===== src/rtl/pipe_ctrl_pkg.sv =====
// Shared constants, stage-control structs and the ID->EX control decode.
// Latency: n/a (package).  Backpressure: n/a (package).
// Holds register-number constants, the ALU no-op code and the perf counter width.
package pipe_ctrl_pkg;

  localparam logic [4:0] REG_ZERO = 5'd0;
  localparam logic [4:0] REG_RA   = 5'd31;
  localparam logic [4:0] ALUC_NOP = 5'd0;
  localparam int         CNT_W    = 16;

  // Controls latched into the EX stage.
  typedef struct packed {
    logic       wreg;
    logic       m2reg;
    logic       wmem;
    logic       jal;
    logic [4:0] aluc;
    logic [4:0] rn;
    logic       is_cond;
    logic       is_uncond;
  } ex_ctrl_t;

  // Controls carried on into the MEM stage.
  typedef struct packed {
    logic       wreg;
    logic       m2reg;
    logic       wmem;
    logic [4:0] rn;
    logic       is_cond;
  } mem_ctrl_t;

  localparam ex_ctrl_t EX_BUBBLE = '{
    wreg: 1'b0, m2reg: 1'b0, wmem: 1'b0, jal: 1'b0,
    aluc: ALUC_NOP, rn: REG_ZERO, is_cond: 1'b0, is_uncond: 1'b0
  };

  // Canonicalise ID controls: jal writes $ra, a write to $0 is dropped
  // entirely (so $0 never looks like a hazard source), a non-writing
  // instruction reports destination 0, and a load only keeps m2reg if
  // it actually writes.
  function automatic ex_ctrl_t ex_decode(
    input logic       wreg,
    input logic       m2reg,
    input logic       wmem,
    input logic       jal,
    input logic       j,
    input logic       beq,
    input logic       bne,
    input logic [4:0] aluc,
    input logic [4:0] rn
  );
    ex_ctrl_t   e;
    logic [4:0] dest;
    logic       wr;
    dest        = jal ? REG_RA : rn;
    wr          = wreg && (dest != REG_ZERO);
    e.wreg      = wr;
    e.m2reg     = m2reg && wr;
    e.wmem      = wmem;
    e.jal       = jal;
    e.aluc      = aluc;
    e.rn        = wr ? dest : REG_ZERO;
    e.is_cond   = beq | bne;
    e.is_uncond = j | jal;
    return e;
  endfunction

endpackage


===== src/rtl/pipe_sat_cnt.sv =====
// Saturating event counter: counts clock edges with en=1, sticks at all-ones.
// Latency: count visible 1 cycle after the enabled edge.  Backpressure: none.
// Ports: clock, resetn (async, active-low clear), en (count this edge), cnt (value).
module pipe_sat_cnt
  import pipe_ctrl_pkg::*;
#(
  parameter int W = CNT_W
) (
  input  logic         clock,
  input  logic         resetn,
  input  logic         en,
  output logic [W-1:0] cnt
);

  always_ff @(posedge clock or negedge resetn) begin
    if (!resetn) begin
      cnt <= '0;
    end else if (en && (cnt != {W{1'b1}})) begin
      cnt <= cnt + 1'b1;
    end
  end

endmodule


===== src/rtl/pipe_ctrl_tracker.sv =====
// Tracks decoded pipeline controls from ID through EX and MEM for hazard/forwarding logic.
// Latency: ID->EX 1 cycle, ID->MEM 2 cycles; all outputs come straight from flops.
// Backpressure: ID stall (we_pc_ir=0) or squash (reset_ir=1) loads a bubble into EX; MEM never stalls.
// Ports: clock, resetn (async, active-low); ID controls wreg/m2reg/wmem/jal/j/beq/bne,
//   aluc, rn, we_pc_ir, reset_ir; EX outputs ewreg/em2reg/ewmem/ejal/ealuc/ern,
//   ex_is_cond/ex_is_uncond; MEM outputs mwreg/mm2reg/mwmem/mrn/mem_is_cond.
// Build option PIPE_PERF_CNT_EN adds stall_cnt/flush_cnt saturating perf counters.
module pipe_ctrl_tracker
  import pipe_ctrl_pkg::*;
(
  input  logic             clock,
  input  logic             resetn,
  input  logic             wreg,
  input  logic             m2reg,
  input  logic             wmem,
  input  logic             jal,
  input  logic             j,
  input  logic             beq,
  input  logic             bne,
  input  logic [4:0]       aluc,
  input  logic [4:0]       rn,
  input  logic             we_pc_ir,
  input  logic             reset_ir,
  output logic             ewreg,
  output logic             em2reg,
  output logic             ewmem,
  output logic             ejal,
  output logic [4:0]       ealuc,
  output logic [4:0]       ern,
  output logic             ex_is_cond,
  output logic             ex_is_uncond,
  output logic             mwreg,
  output logic             mm2reg,
  output logic             mwmem,
  output logic [4:0]       mrn,
  output logic             mem_is_cond
`ifdef PIPE_PERF_CNT_EN
  ,
  output logic [CNT_W-1:0] stall_cnt,
  output logic [CNT_W-1:0] flush_cnt
`endif
);

  ex_ctrl_t  ex_nxt;
  ex_ctrl_t  ex_r;
  mem_ctrl_t mem_r;
  logic      bubble;

  // Stall and squash together still produce exactly one bubble.
  assign bubble = !we_pc_ir || reset_ir;

  always_comb begin
    ex_nxt = EX_BUBBLE;
    if (!bubble) begin
      ex_nxt = ex_decode(wreg, m2reg, wmem, jal, j, beq, bne, aluc, rn);
    end
  end

  always_ff @(posedge clock or negedge resetn) begin
    if (!resetn) begin
      ex_r  <= EX_BUBBLE;
      mem_r <= '0;
    end else begin
      ex_r  <= ex_nxt;
      mem_r <= '{wreg: ex_r.wreg, m2reg: ex_r.m2reg, wmem: ex_r.wmem,
                 rn: ex_r.rn, is_cond: ex_r.is_cond};
    end
  end

  assign ewreg        = ex_r.wreg;
  assign em2reg       = ex_r.m2reg;
  assign ewmem        = ex_r.wmem;
  assign ejal         = ex_r.jal;
  assign ealuc        = ex_r.aluc;
  assign ern          = ex_r.rn;
  assign ex_is_cond   = ex_r.is_cond;
  assign ex_is_uncond = ex_r.is_uncond;

  assign mwreg        = mem_r.wreg;
  assign mm2reg       = mem_r.m2reg;
  assign mwmem        = mem_r.wmem;
  assign mrn          = mem_r.rn;
  assign mem_is_cond  = mem_r.is_cond;

`ifdef PIPE_PERF_CNT_EN
  // A squash takes precedence: a cycle that is both stalled and squashed
  // counts as a flush only.
  logic flush_en;
  logic stall_en;

  assign flush_en = reset_ir;
  assign stall_en = !we_pc_ir && !reset_ir;

  pipe_sat_cnt #(.W(CNT_W)) u_stall_cnt (
    .clock  (clock),
    .resetn (resetn),
    .en     (stall_en),
    .cnt    (stall_cnt)
  );

  pipe_sat_cnt #(.W(CNT_W)) u_flush_cnt (
    .clock  (clock),
    .resetn (resetn),
    .en     (flush_en),
    .cnt    (flush_cnt)
  );
`endif

endmodule

===== config.mk =====
export PLATFORM = sky130hd
export DESIGN_NAME = pipe_ctrl_tracker
export DESIGN_NICKNAME = d
export VERILOG_FILES = /design/src/rtl/pipe_ctrl_pkg.sv /design/src/rtl/pipe_sat_cnt.sv /design/src/rtl/pipe_ctrl_tracker.sv
export SDC_FILE = /design/constraint.sdc
export NUM_CORES = 1
export LEC_CHECK = 0
export CORE_MARGIN = 2
export CORE_UTILIZATION = 36
export DETAILED_ROUTE_END_ITERATION = 10
export GPL_TIMING_DRIVEN = 0
export PLACE_DENSITY = 0.77
export RECOVER_POWER = 100
export SLEW_MARGIN = 10
export SYNTH_ARGS = -nofsm -noshare
export SYNTH_HDL_FRONTEND = slang
export SYNTH_HIERARCHICAL = 1
export SYNTH_SLANG_ARGS = --single-unit

===== constraint.sdc =====
create_clock -name clock -period 0.8 [get_ports clock]
set_input_delay 0.12 -clock clock [delete_from_list [all_inputs] [get_ports clock]]
set_output_delay 0.12 -clock clock [all_outputs]
set_load 0.03 [all_outputs]

# Word level (Yosys, flattened, before mapping)
# Cells that the tools add are included.
totals:
  register_bits: 25
  inputBits: 21
  output_inout_bits: 25
  word_cells: 23
classes:
  n_mux: 3
  n_bitwise: 2
  n_reduce_logical: 5
ops:
  columns: ["op", "n"]
  rows:
  - ["16-bit two-way mux", 1]
  - ["5-bit two-way mux", 2]
  - ["5-bit nonzero test", 1]
  - ["1-bit logical AND", 2]
  - ["1-bit OR", 2]
  - ["1-bit logical NOT", 1]
  - ["1-bit logical OR", 1]

# Longest topological paths before layout
logic_depth:
  word_depth: 5
  mapped_depth: 2
  ltp_nobuf: 2

# Worst setup path before layout
# Ideal clock, no wire load.
synth_path:
  path_kind: "register to register"
  start: "register ex_r, in the netlist ex_is_cond"
  end: "register mem_r, in the netlist mem_is_cond"
  arrival_ns: 0.461
  required_ns: 0.623
  setup_slack_ns: 0.162
  path_stages_with_launch: 1
  n_path_buf: 0
  path_cell_list: "dfrtp_1"
synth_lines:
  columns: ["element", "line_no", "rtl"]
  rows:
  - ["from (decl)", "pipe_ctrl_tracker.sv:45", "ex_ctrl_t ex_r;"]
  - ["from (signal assigned)", "pipe_ctrl_tracker.sv:64", "ex_r <= ex_nxt;"]
  - ["to (signal assigned)", "pipe_ctrl_tracker.sv:65", "mem_r <= '{wreg: ex_r.wreg, m2reg: ex_r.m2reg, wmem: ex_r.wmem,"]
  - ["to (decl)", "pipe_ctrl_tracker.sv:46", "mem_ctrl_t mem_r;"]
# No word-level cell between the ends.

# Worst setup path after layout
layout_path:
  start: "register ex_r, in the netlist ex_is_cond"
  end: "output port ex_is_cond"
layout_lines:
  columns: ["element", "line_no", "rtl"]
  rows:
  - ["to (decl)", "pipe_ctrl_tracker.sv:30", "output logic ex_is_cond,"]
# No word-level cell between the ends.

==> flow_metrics.py <==
metrics = {
    "finish": {
        "finalNetCount": 121,
        "layout.cells.non_filler": 127,
        "finalCoreUtilization_pct": 62.0,
        "final_cell_area_mm2": 0.00133,
        "syn2layout_area_growth_pct": 67.6,
        "n_fill_cell": 174,
        "multiInputGateArea_um2": 156,
        "seqCellArea_um2": 626,
        "antenna_cells": 0,
        "drive_above_1_share_pct": 34.3,
    },
    "global_route": {
        "grt_pass1_vias": 538,
        "track_usage_pct": 12.9,
        "grt_pass1_wl_um": 2460,
        "antenna_found_initial": 0,
        "grt_overflow_total": 0,
        "grt_max_degree": 26,
    },
    "cts": {
        "cts_tree": "built",
        "cts.sinks": 25,
        "root_buffer": "clkbuf_4",
        "cts_max_level": 1,
        "cts.path.max_buffers": 2,
        "cts.clk_slew.worst_paths_ns": 0.13,
        "hold_buffers": 0,
        "worstSkewPairLatency_ns": 0.31,
        "numCtsBuffers": 3,
    },
    "yosys": {
        "synth_seq_area_share_pct": 78.7,
        "syn-cell-area_um2": 795,
        "synth_top_family_by_area": "simple AND/OR/NAND/NOR gates",
        "postSynthCellCount": 50,
        "synth-simple-area-share_pct": 16.7,
        "synth_compound_area_share_pct": 4.09,
        "yosys.area_share.xor_xnor_pct": 0,
        "avgSynthCellArea_um2": 15.9,
        "ys_warn_count": 6,
        "ys_types": 10,
        "synthesis.nets": 71,
        "synth-adder-area-share_pct": 0,
        "synth.mux.area_fraction_pct": 0,
        "synth_seq_cells": 25,
    },
    "placement": {
        "place_area_mm2": 0.00128,
        "dp_slack_ns": -0.612,
        "gp_congestion": 0.673,
        "place_inst": 123,
        "io_buffers": 45,
        "hpwl_um": 1150,
    },
    "routing": {
        "final_antenna_net_count": 0,
        "wl_um": 1470,
        "drt_iter0_markers": 5,
        "post_drt_wl_per_cell_um": 11.5,
        "viasPerCell": 4.29,
        "num_vias": 545,
        "drc": 0,
        "drt-pass1-iter-count": 2,
    },
    "worst_setup_path": {
        "worstPathRequired_ns": 0.68,
        "crit_family": "flip-flops",
        "crit_chain": "buf_6",
        "slowest_delay_ns": 0.42,
        "crit_fanout": 2,
        "cp-end-kind": "output pin",
        "worstPathArrival_ns": 0.87,
        "criticalPathCategory": "reg -> out",
        "crit_path_start_kind": "flop",
        "slowest_stage": "dfrtp_1",
        "cp.buffers_inverters": 1,
    },
    "worst_hold_path": {
        "hold_class": "in -> async",
    },
    "floorplan": {
        "die_x_um": 51.0,
        "rows": 17,
        "die_h_um": 51.0,
        "core_mm2": 0.00215,
        "io_pins": 46,
        "start_util_pct": 37.0,
        "die_area_mm2": 0.00260,
    },
    "sta": {
        "min_period_over_period_pct": 124,
        "rsz0062_at_grt": "yes",
        "holdWs_ns": -0.221,
        "worst_pin_slew_ns": 0.581,
        "fmaxAchievable_ghz": 1.01,
        "setup_viol": 33,
        "slew_headroom_pct": 61.2,
        "finalHoldViolCount": 25,
        "drv_slew": 0,
        "min_period_ns": 0.993,
        "setup_ws_ns": -0.193,
        "fin_skew_ns": 0.00860,
    },
    "job": {
        "cap_violations": 0,
    },
    "power": {
        "powerDensity_mw_per_mm2": 1690,
        "ir_worst_vdd_uv": 979,
        "p_leak_nw": 0.679,
    },
    "status": {
        "status": "finished with violations",
        "violations": "negative hold slack, negative setup slack",
    },
}
[flip-flops by register name (all words and copies together) (netlist names)]
name,cells
ewmem,1
mrn,5
ewreg,1
ejal,1
ern,5
mwreg,1
mwmem,1
mm2reg,1
ex_is_cond,1
ealuc,5
em2reg,1
ex_is_uncond,1
mem_is_cond,1
[where the power goes]
group          internal (mW)  switching [mW]
clock                  0.187           0.344
sequential              1.31          0.0247
combinational          0.190           0.190
[layout by cell type, fill, tap and decap left out, types with 2 or more instances in the layout]
cell type | netlist | routed
and2_1 | 7 | 7
nor2_1 | 10 | 9
o21a_1 | 2 | 2
buf_6 | 0 | 25
clkdlybuf4s50_1 | 0 | 15
dlymetal6s2s_1 | 0 | 3
clkbuf_4 | 0 | 3
dfrtp_1 | 25 | 25
[cells by family after synthesis]
kind of cell	Yosys count
buffers and inverters	1
AOI/OAI and AO/OA	4
and+or+nand+nor	20
DFF	25
[per-stage QoR]
step | total power [mW] | setup TNS, ns
2_1_floorplan | 1.49 | 0
3_3_place_gp | 1.73 | -25.99
3_5_place_dp | 1.74 | -26.88
4_1_cts | 2.28 | -4.54
5_1_grt | 2.36 | -5.93
6_report | 2.25 | -4.34
[worst paths after layout]
| check | startpoint | endpoint | slack [ns] | depth (start not counted) |
|---|---|---|---|---|
| max reg2reg | ern[0]$_DFF_PN0_ | mrn[0]$_DFF_PN0_ | 0.27 | 0 |
| max | ex_is_cond$_DFF_PN0_ | ex_is_cond | -0.19 | 1 |
| min reg2reg | em2reg$_DFF_PN0_ | mm2reg$_DFF_PN0_ | 0.41 | 0 |
| max in group asynchronous | resetn | mwreg$_DFF_PN0_ | 0.64 | 1 |
| min in group clock | rn[0] | ern[0]$_DFF_PN0_ | 0.12 | 3 |
| min | resetn | mrn[1]$_DFF_PN0_ | -0.22 | 1 |
[synth_stat cells]
cell type	count	area share (%)
and2b_4	1	1.3
nor4_4	1	2.7
nor2_1	10	4.7
inv_1	1	0.47
dfrtp_1	25	79
nand3b_4	1	2.5
and2_1	7	5.5
o21a_1	2	1.9
a21oi_1	1	0.63
a211oi_2	1	1.6
[layout make-up]
class / count / share of cell area (%)
clock inverter: 1 / 0.376
tap: 28 / 2.63
clock buffer: 3 / 1.69
sequential: 25 / 47.0
inverter: 1 / 0.282
timing repair buffer: 45 / 36.3
multi-input combinational: 24 / 11.7
[metal layers]
layer | vias to the layer above | GRT usage (%) | part of all wire [%]
li1 | 259 | - | -
met1 | 256 | 17.2 | 41
met2 | 28 | 19.7 | 48
met3 | 2 | 5.26 | 9.7
met4 | 0 | 2.70 | 0.82
met5 | - | 0 | 0
[timing repair]
action / 4_1_cts / 5_1_grt
buffers inserted: 0 / 0
hold endpoints to repair: 0 / 25
pin swaps: 1 / 2
endpoints found under the setup margin: 52 / 53
gates resized for setup: 177 / 7
(Power assumes the default switching activity.)
